--- src/rtl/reorder_buffer_pkg.sv ---
// Shared types, sizes and pointer/tag helpers for the reorder buffer.
// Tag 0 is reserved for "no producer"; entry i is addressed by tag i+1.
`ifndef ROB_TAG_LEN
`define ROB_TAG_LEN 4
`endif
`ifndef ZERO_REG
`define ZERO_REG 5'd0
`endif

package reorder_buffer_pkg;

  localparam int ROB_SIZE    = 8;
  localparam int ROB_TAG_LEN = `ROB_TAG_LEN;
  localparam int PTR_W       = $clog2(ROB_SIZE);
  localparam int CNT_W       = $clog2(ROB_SIZE + 1);

  typedef logic [ROB_TAG_LEN-1:0] rob_tag_t;
  typedef logic [PTR_W-1:0]       rob_ptr_t;
  typedef logic [CNT_W-1:0]       rob_cnt_t;
  typedef logic [4:0]             reg_idx_t;

  typedef struct packed {
    logic        valid;
    logic        done;
    reg_idx_t    rd;
    logic [31:0] value;
  } ROB_ENTRY;

  typedef struct packed {
    logic        ready;
    logic [31:0] value;
  } operand_t;

  function automatic rob_ptr_t ptr_inc(input rob_ptr_t p);
    return (p == rob_ptr_t'(ROB_SIZE - 1)) ? '0 : p + rob_ptr_t'(1);
  endfunction

  function automatic rob_tag_t ptr_to_tag(input rob_ptr_t p);
    return rob_tag_t'(p) + rob_tag_t'(1);
  endfunction

  function automatic rob_ptr_t tag_to_ptr(input rob_tag_t t);
    return rob_ptr_t'(t - rob_tag_t'(1));
  endfunction

  function automatic logic tag_in_range(input rob_tag_t t);
    return (t != '0) && (t <= rob_tag_t'(ROB_SIZE));
  endfunction

  // A completed entry wins over the CDB; the CDB only bypasses a result still in flight.
  function automatic operand_t operand_lookup(input rob_tag_t    tag,
                                              input ROB_ENTRY    entry,
                                              input logic        cdb_valid,
                                              input rob_tag_t    cdb_tag,
                                              input logic [31:0] cdb_value);
    operand_t op;
    op = '0;
    if (tag_in_range(tag)) begin
      if (entry.done) begin
        op.ready = 1'b1;
        op.value = entry.value;
      end else if (cdb_valid && (cdb_tag == tag)) begin
        op.ready = 1'b1;
        op.value = cdb_value;
      end
    end
    return op;
  endfunction

endpackage

--- src/rtl/reorder_buffer_if.sv ---
// Dispatch, CDB, operand-read and commit signals of the reorder buffer.
// With `define ROB_FLUSH_EN the bundle also carries a flush request.
interface reorder_buffer_if;
  import reorder_buffer_pkg::*;

`ifdef ROB_FLUSH_EN
  logic        flush;
`endif
  logic        dispatch_valid;
  reg_idx_t    dispatch_rd;
  logic        dispatch_ready;
  rob_tag_t    dispatch_tag;
  logic        cdb_valid;
  rob_tag_t    cdb_tag;
  logic [31:0] cdb_value;
  rob_tag_t    rs1_tag;
  rob_tag_t    rs2_tag;
  logic [31:0] rs1_value;
  logic [31:0] rs2_value;
  logic        rs1_value_ready;
  logic        rs2_value_ready;
  logic        commit_valid;
  reg_idx_t    commit_rd;
  rob_tag_t    commit_tag;
  logic [31:0] commit_value;

  modport master (
`ifdef ROB_FLUSH_EN
    output flush,
`endif
    output dispatch_valid, dispatch_rd, cdb_valid, cdb_tag, cdb_value, rs1_tag, rs2_tag,
    input  dispatch_ready, dispatch_tag, rs1_value, rs2_value, rs1_value_ready,
           rs2_value_ready, commit_valid, commit_rd, commit_tag, commit_value
  );

  modport slave (
`ifdef ROB_FLUSH_EN
    input  flush,
`endif
    input  dispatch_valid, dispatch_rd, cdb_valid, cdb_tag, cdb_value, rs1_tag, rs2_tag,
    output dispatch_ready, dispatch_tag, rs1_value, rs2_value, rs1_value_ready,
           rs2_value_ready, commit_valid, commit_rd, commit_tag, commit_value
  );

endinterface

--- src/rtl/reorder_buffer.sv ---
// Circular in-order reorder buffer: allocates tags at dispatch, captures CDB results,
// serves operands by tag and retires in program order. `define ROB_FLUSH_EN adds flush.
module reorder_buffer
  import reorder_buffer_pkg::*;
(
  input logic             clock,
  input logic             reset,
  reorder_buffer_if.slave rob
);

  ROB_ENTRY entries [ROB_SIZE];
  ROB_ENTRY head_entry;
  rob_ptr_t head;
  rob_ptr_t tail;
  rob_cnt_t count;
  rob_ptr_t cdb_idx;
  logic     alloc_fire;
  logic     commit_fire;
  logic     cdb_hit;
  logic     flush_now;
  operand_t rs1_op;
  operand_t rs2_op;

`ifdef ROB_FLUSH_EN
  assign flush_now = rob.flush;
`else
  assign flush_now = 1'b0;
`endif

  assign head_entry         = entries[head];
  assign rob.dispatch_ready = (count != rob_cnt_t'(ROB_SIZE));
  assign rob.dispatch_tag   = ptr_to_tag(tail);
  assign alloc_fire         = rob.dispatch_valid && rob.dispatch_ready;

  // The head only retires once its done flag is registered, so a CDB result lands a cycle first.
  assign commit_fire      = head_entry.valid && head_entry.done && !flush_now;
  assign rob.commit_valid = commit_fire;
  assign rob.commit_rd    = commit_fire ? head_entry.rd : `ZERO_REG;
  assign rob.commit_tag   = commit_fire ? ptr_to_tag(head) : '0;
  assign rob.commit_value = commit_fire ? head_entry.value : '0;

  assign cdb_idx = tag_to_ptr(rob.cdb_tag);
  assign cdb_hit = rob.cdb_valid && tag_in_range(rob.cdb_tag) && entries[cdb_idx].valid;

  assign rs1_op = operand_lookup(rob.rs1_tag, entries[tag_to_ptr(rob.rs1_tag)],
                                 rob.cdb_valid, rob.cdb_tag, rob.cdb_value);
  assign rs2_op = operand_lookup(rob.rs2_tag, entries[tag_to_ptr(rob.rs2_tag)],
                                 rob.cdb_valid, rob.cdb_tag, rob.cdb_value);

  assign rob.rs1_value_ready = rs1_op.ready;
  assign rob.rs1_value       = rs1_op.value;
  assign rob.rs2_value_ready = rs2_op.ready;
  assign rob.rs2_value       = rs2_op.value;

  // Allocation, capture and retirement never touch the same field of one entry:
  // the tail slot is free whenever allocation is allowed, and capture needs a valid entry.
  always_ff @(posedge clock or negedge reset) begin
    if (!reset) begin
      for (int i = 0; i < ROB_SIZE; i++) begin
        entries[i] <= '0;
      end
      head  <= '0;
      tail  <= '0;
      count <= '0;
    end else if (flush_now) begin
      for (int i = 0; i < ROB_SIZE; i++) begin
        entries[i] <= '0;
      end
      head  <= '0;
      tail  <= '0;
      count <= '0;
    end else begin
      if (alloc_fire) begin
        entries[tail].valid <= 1'b1;
        entries[tail].done  <= 1'b0;
        entries[tail].rd    <= rob.dispatch_rd;
        tail                <= ptr_inc(tail);
      end
      if (cdb_hit) begin
        entries[cdb_idx].done  <= 1'b1;
        entries[cdb_idx].value <= rob.cdb_value;
      end
      if (commit_fire) begin
        entries[head].valid <= 1'b0;
        head                <= ptr_inc(head);
      end
      case ({alloc_fire, commit_fire})
        2'b10:   count <= count + rob_cnt_t'(1);
        2'b01:   count <= count - rob_cnt_t'(1);
        default: count <= count;
      endcase
    end
  end

endmodule
--- src/flat_wrapper.sv ---
// flat-port wrapper written by rule: the top's interface ports become plain ports
module reorder_buffer_flat import reorder_buffer_pkg::*;
  (clock, reset, rob_dispatch_valid, rob_dispatch_rd, rob_cdb_valid, rob_cdb_tag, rob_cdb_value, rob_rs1_tag, rob_rs2_tag, rob_dispatch_ready, rob_dispatch_tag, rob_rs1_value, rob_rs2_value, rob_rs1_value_ready, rob_rs2_value_ready, rob_commit_valid, rob_commit_rd, rob_commit_tag, rob_commit_value);
  reorder_buffer_if rob_i ();
  input logic clock;
  input logic reset;
  input wire logic [$bits(rob_i.dispatch_valid)-1:0] rob_dispatch_valid;
  input wire logic [$bits(rob_i.dispatch_rd)-1:0] rob_dispatch_rd;
  input wire logic [$bits(rob_i.cdb_valid)-1:0] rob_cdb_valid;
  input wire logic [$bits(rob_i.cdb_tag)-1:0] rob_cdb_tag;
  input wire logic [$bits(rob_i.cdb_value)-1:0] rob_cdb_value;
  input wire logic [$bits(rob_i.rs1_tag)-1:0] rob_rs1_tag;
  input wire logic [$bits(rob_i.rs2_tag)-1:0] rob_rs2_tag;
  output wire logic [$bits(rob_i.dispatch_ready)-1:0] rob_dispatch_ready;
  output wire logic [$bits(rob_i.dispatch_tag)-1:0] rob_dispatch_tag;
  output wire logic [$bits(rob_i.rs1_value)-1:0] rob_rs1_value;
  output wire logic [$bits(rob_i.rs2_value)-1:0] rob_rs2_value;
  output wire logic [$bits(rob_i.rs1_value_ready)-1:0] rob_rs1_value_ready;
  output wire logic [$bits(rob_i.rs2_value_ready)-1:0] rob_rs2_value_ready;
  output wire logic [$bits(rob_i.commit_valid)-1:0] rob_commit_valid;
  output wire logic [$bits(rob_i.commit_rd)-1:0] rob_commit_rd;
  output wire logic [$bits(rob_i.commit_tag)-1:0] rob_commit_tag;
  output wire logic [$bits(rob_i.commit_value)-1:0] rob_commit_value;
  assign rob_i.dispatch_valid = rob_dispatch_valid;
  assign rob_i.dispatch_rd = rob_dispatch_rd;
  assign rob_i.cdb_valid = rob_cdb_valid;
  assign rob_i.cdb_tag = rob_cdb_tag;
  assign rob_i.cdb_value = rob_cdb_value;
  assign rob_i.rs1_tag = rob_rs1_tag;
  assign rob_i.rs2_tag = rob_rs2_tag;
  assign rob_dispatch_ready = rob_i.dispatch_ready;
  assign rob_dispatch_tag = rob_i.dispatch_tag;
  assign rob_rs1_value = rob_i.rs1_value;
  assign rob_rs2_value = rob_i.rs2_value;
  assign rob_rs1_value_ready = rob_i.rs1_value_ready;
  assign rob_rs2_value_ready = rob_i.rs2_value_ready;
  assign rob_commit_valid = rob_i.commit_valid;
  assign rob_commit_rd = rob_i.commit_rd;
  assign rob_commit_tag = rob_i.commit_tag;
  assign rob_commit_value = rob_i.commit_value;
  reorder_buffer u_core (.clock(clock), .reset(reset), .rob(rob_i));
endmodule
--- config.mk ---
export PLATFORM = sky130hd
export DESIGN_NAME = reorder_buffer_flat
export DESIGN_NICKNAME = d
export VERILOG_FILES = /design/src/rtl/reorder_buffer_pkg.sv /design/src/rtl/reorder_buffer_if.sv /design/src/rtl/reorder_buffer.sv /design/src/flat_wrapper.sv
export SDC_FILE = /design/constraint.sdc
export NUM_CORES = 1
export LEC_CHECK = 0
export CORE_MARGIN = 1
export CORE_UTILIZATION = 59
export CTS_CLUSTER_DIAMETER = 80
export DETAILED_ROUTE_END_ITERATION = 6
export PLACE_DENSITY_LB_ADDON = 0.1
export SLEW_MARGIN = 10
export SYNTH_ARGS = -nofsm -noshare
export SYNTH_HDL_FRONTEND = slang
export SYNTH_SLANG_ARGS = --single-unit
export TNS_END_PERCENT = 5
--- constraint.sdc ---
create_clock -name clock -period 3.52 [get_ports clock]
set_clock_uncertainty 0.05 [all_clocks]
set_input_delay 0.352 -clock clock [delete_from_list [all_inputs] [get_ports clock]]
set_output_delay 0.352 -clock clock [all_outputs]
set_load 0.02 [all_outputs]
Yosys cells after proc, flatten, opt, wreduce, memory -nomap -nowiden
Index checks and enable logic that the tools add are counted.
{ "word_totals": {"rom_bits": 0, "mem_bits_rw": 0, "latchBits": 0, "mem_count": 0, "ff_bits": 322, "inputBits": 53} }
{ "classes": {"bitwise_logic": 5, "n_mul": 0, "muxes": 45, "n_eq_ne": 7, "shift": 0, "add_sub_neg": 9, "order_cmp": 11, "n_div": 0, "reduce_logical": 16} }
{ "ops": {"columns": ["op", "n"], "rows": [
  ["bitwise mux 312 bit", 6],
  ["two-way mux 312 bit", 3],
  ["demux 39 bit (select 3 bit)", 6],
  ["binary-select mux 39 bit (select 3 bit)", 4],
  ["two-way mux 39 bit", 6],
  ["two-way mux 38 bit", 6],
  ["two-way mux 33 bit", 6],
  ["two-way mux 32 bit", 2],
  ["two-way mux 37 bit", 1],
  [">= comparator 4 bit (second input constant)", 5],
  ["inverter 3 -> 4 bit", 5],
  ["less-or-equal comparator 4 bit (second input constant)", 3],
  ["logical AND 1 bit", 12],
  ["< comparator 4 x 1 -> 1 bit (second input constant)", 3],
  ["nonzero test 4 bit", 3],
  ["subtractor 3 x 1 -> 3 bit (second input constant)", 3],
  ["adder 3 x 1 -> 4 bit (second input constant)", 2],
  ["== test 4 bit", 2],
  ["one-hot mux 4 bit (2 select lines)", 1],
  ["adder 3 x 1 -> 3 bit (second input constant)", 2],
  ["== test 3 bit (second input constant)", 2],
  ["two-way mux 3 bit", 2],
  ["two-way mux 5 bit", 1],
  ["adder 4 x 1 -> 4 bit (second input constant)", 1],
  ["6 further kinds", 6]
]} }

Depth between registers and ports, before layout
{ "depth": {"word_depth": 14, "mapped_depth": 15, "ltp_nobuf": 12} }

Worst setup path after synthesis
Ideal clock, no wire load.
{ "synth_timing": {"path_kind": "input to output", "start": "in rob_rs2_tag[0]", "end": "out rob_rs2_value[2]", "required_time_ps": 3118, "setup_slack_ps": 495, "cell_stages": 10, "arrival_time_ps": 2623, "path_buffers": 4, "cell_sequence": "clkbuf_1 -> inv_1 -> ha_1 -> buf_2 -> a2111oi_1 -> or4b_1 -> buf_2 -> buf_2 -> nand3_1 -> a21oi_1"} }
{ "synth_via": {"elab_chain_len": 7} }
{ "synth_lines": {"columns": ["element", "line", "rtl"], "rows": [
  ["from (decl)", "flat_wrapper.sv:13", "input wire logic [$bits(rob_i.rs2_tag)-1:0] rob_rs2_tag;"],
  ["subtractor 3 x 1 -> 3 bit", "reorder_buffer_pkg.sv:43", "return rob_ptr_t'(t - rob_tag_t'(1));"],
  ["inverter 3 -> 4 bit (not written as such)", "reorder_buffer.sv:47", "assign rs2_op = operand_lookup(rob.rs2_tag, entries[tag_to_ptr(rob.rs2_tag)],"],
  ["binary-select mux 39 bit (select 3 bit)", "reorder_buffer.sv:47", null],
  ["two-way mux 38 bit (not written as such) (2 in series)", "reorder_buffer.sv:47", null],
  ["two-way mux 33 bit", "reorder_buffer_pkg.sv:59", "if (entry.done) begin"],
  ["two-way mux 33 bit (*)", "reorder_buffer_pkg.sv:58", "if (tag_in_range(tag)) begin"],
  ["to (decl)", "flat_wrapper.sv:17", "output wire logic [$bits(rob_i.rs2_value)-1:0] rob_rs2_value;"]
]} }
Every way passes the cells marked *; elsewhere a longest branch is shown, timed or not. The select of a mux whose other input is x is not followed.

Worst setup path after layout
{ "layout_timing": {"start": "in rob_rs2_tag[0]", "end": "out rob_rs2_value[25]"} }
Same word-level chain as after synthesis.

==> impl_metrics.ini <==
[outcome]
outcome = finished with violations
violations = negative setup slack

[layout]
nNetsFinal = 1911
fin_cells = 2319
n_fill_cell = 2377
drive_gt1_frac = 0.316
n_antenna_cell = 0
area_growth_syn_to_layout_pct = 20.0
post-route-util = 0.721

[pwr]
pwr-share-seq = 0.343
p_per_area_nw_per_um2 = 886
power_leakage_nw = 11.0
p_int_mw = 13.1
finalPower_mw = 21.5
p_switching_mw = 8.39
p_sw_frac = 0.391
max-vdd-ir-drop_uv = 670
pwr-share-comb = 0.484
pwr-share-clk = 0.172

[sta]
fmax_mhz = 280
final_max_slew_viol_count = 0
worstMarginPinSlew_ns = 1.00
finalCritPeriodShare = 1.01
rsz0062_at_grt = yes
hold_viol_final = 0
setup_ws_ns = -0.0492
min_period_ns = 3.57
relSlewSlack = 0.328
finalSetupViolations = 2
finalSetupTns_ns = -0.0521

[cts]
cts_root_buf = clkbuf_16
tritoncts = done
cts.sinks = 322
cts_buffer_depth = 3
clkTransAtPathRegs_ns = 0.06
cts-htree-levels = 2
clk_latency_ns = 0.52
cts_buffers = 37

[route]
first_pass_iters = 5
dr_wl_met3_um = 5410
wl_per_cell_um = 27.0
dr_total_vias = 16000
drt-total-wl_um = 62700
postRouteAntennaNets = 0
viasPerCell = 6.90
drc = 0
route.met2.wl_um = 29800
drtIter0Drc = 1364
top_layer = met4
route.layer.met1.wl_um = 24800

[global_routing]
grt_pass1_vias = 16065
antenna_found_initial = 0
grt_max_degree = 84
overflow = 0
grt_pass1_wl_um = 96600
globalRouteTotalUtil = 0.358

[place]
io_buffer_count = 165
place_congestion = 0.882
post-dp-hpwl_um = 38700
placedCellCount = 2245

[critical_path]
path_buf_inv = 6
cp_max_fo = 9
cp-end-kind = output pin
cp_slowest_cell = clkdlybuf4s50_1
crit_family = buffers and inverters
critical-path-max-stage-delay_ns = 0.61
cp.arrival_ns = 3.17
worst_setup_path_start_kind = input pin
worstSetupPathType = input pin to output pin
required_ns = 3.12
path_cells = clkdlybuf4s50_1 -> inv_1 -> ha_4 -> buf_4 -> a2111oi_2 -> or4b_4 -> buf_4 -> buf_12 -> nand3_1 -> a21oi_1 -> clkdlybuf4s50_1

[logic_synthesis]
yosysWarnings = 0
netlist_area_um2 = 20200
synth_seq_cells = 322
ys_seq_area_frac = 0.399
synth_area_per_cell_um2 = 11.8
ys_top_cells_by_area = dfrtp_1 (40%), mux2_2 (16%), mux2i_1 (15%)
ys_top_cells_by_count = dfrtp_1 (322), mux2i_1 (293), mux2_2 (285), nand3_1 (137), a22oi_1 (128)
async_flop_share = 1.00
synth-edff-count = 0
syn_nets = 1772
yosysMostFrequentCell = dfrtp_1
synth_top_area_frac = 0.399
synth.largest_area_cell = dfrtp_1
synthFlopType = dfrtp_1
synth_cell_types = 52
synth_cells = 1707

[die]
core_um2 = 33600
dieArea_um2 = 35000
num_io_pins = 166
rows = 67
die_w_um = 187
die_h_um = 187
initial_core_util = 0.601

[job]
maxCapViolations = 0

[worst_hold_path]
holdCritPathClass = input pin to asynchronous set/reset pin
[worst paths after layout]
kind | startpoint | to | slack, ns | depth (start not counted)
worst max-delay path | rob_rs2_tag[0] | rob_rs2_value[25] | -0.05 | 11
worst min-delay path | reset | asynchronous set/reset pin | 0.37 | 2
worst max register to register | u_core.head[1]$_DFFE_PN0P_ | u_core.count[2]$_DFFE_PN0P_ | 0.54 | 12
worst min register to register | u_core.count[3]$_DFFE_PN0P_ | u_core.count[3]$_DFFE_PN0P_ | 0.41 | 1
max in group asynchronous | reset | asynchronous set/reset pin | 2.14 | 3
min in group clock | u_core.count[3]$_DFFE_PN0P_ | u_core.count[3]$_DFFE_PN0P_ | 0.41 | 1
[cells by family after synthesis]
family          count (synthesis)  synth area share
compound gates                225            0.0764
xor+xnor                       22           0.00954
fa+ha+maj                      12           0.00744
buf+inv                       197            0.0441
flops                         322             0.399
mux                           666             0.396
simple gates                  263            0.0679
[repair_timing]
action                     CTS  global route
gates cloned                 5             1
setup buffers                1             2
hold buffers                 1             0
resized for setup           64            48
pin swaps                    5             2
setup endpoints to repair   68            56
hold endpoints to repair    76             0
[layer usage]
layer  up-vias  global-route usage
met5         -                   0
met4         0               0.166
met3       201              0.0717
met2       851               0.565
met1      8221               0.478
li1       6727                   -
[final cells by class]
| class | count | area (um2) | area share |
|---|---|---|---|
| Clock buffer | 50 | 1040 | 0.0431 |
| Clock inverter | 14 | 104 | 0.00429 |
| Inverter | 19 | 71.3 | 0.00294 |
| Multi-Input combinational cell | 1194 | 11500 | 0.475 |
| Sequential cell | 322 | 8070 | 0.333 |
| Tap cell | 448 | 561 | 0.0231 |
| Timing Repair Buffer | 272 | 2880 | 0.119 |
[power groups by stage]
stage	Clock (mW)	Combinational (mW)	Sequential [mW]
final	3.70	10.4	7.38
after global placement	0	10.1	7.16
after global routing	3.91	11.1	7.58
after floorplan	0	7.33	6.58
after detailed placement	0	10.4	7.31
after CTS	3.73	10.3	7.26
[stage by stage]
stage               hold slack, ns  area (um2)  setup slack [ns]
floorplan                  0.00641       20200             0.495
global placement             0.356       23000            -0.404
detailed placement           0.361       23000            -0.418
CTS                          0.414       24200            -0.192
global route                 0.433       24200            -0.175
finish                       0.372       24200           -0.0492
[cell usage in the layout, fill, tap and decap left out, drive strengths merged, types with 3 or more instances in the layout]
cell             n
inv             19
nand2           19
a21oi           69
a2111oi          4
clkbuf          58
nand3          137
nor3             7
or4b             3
clkdlybuf4s50   93
nor4b            4
nand2b           9
nor2b            6
nand3b           3
xor2             9
buf            107
ha              12
mux2i          293
dlygate4sd2     42
a22oi          128
dlymetal6s2s    15
xnor2           13
mux2           299
clkinv          11
o21ai            9
nor2            68
clkdlybuf4s15    6
mux4            74
dfrtp          322
(Power assumes the default switching activity.)
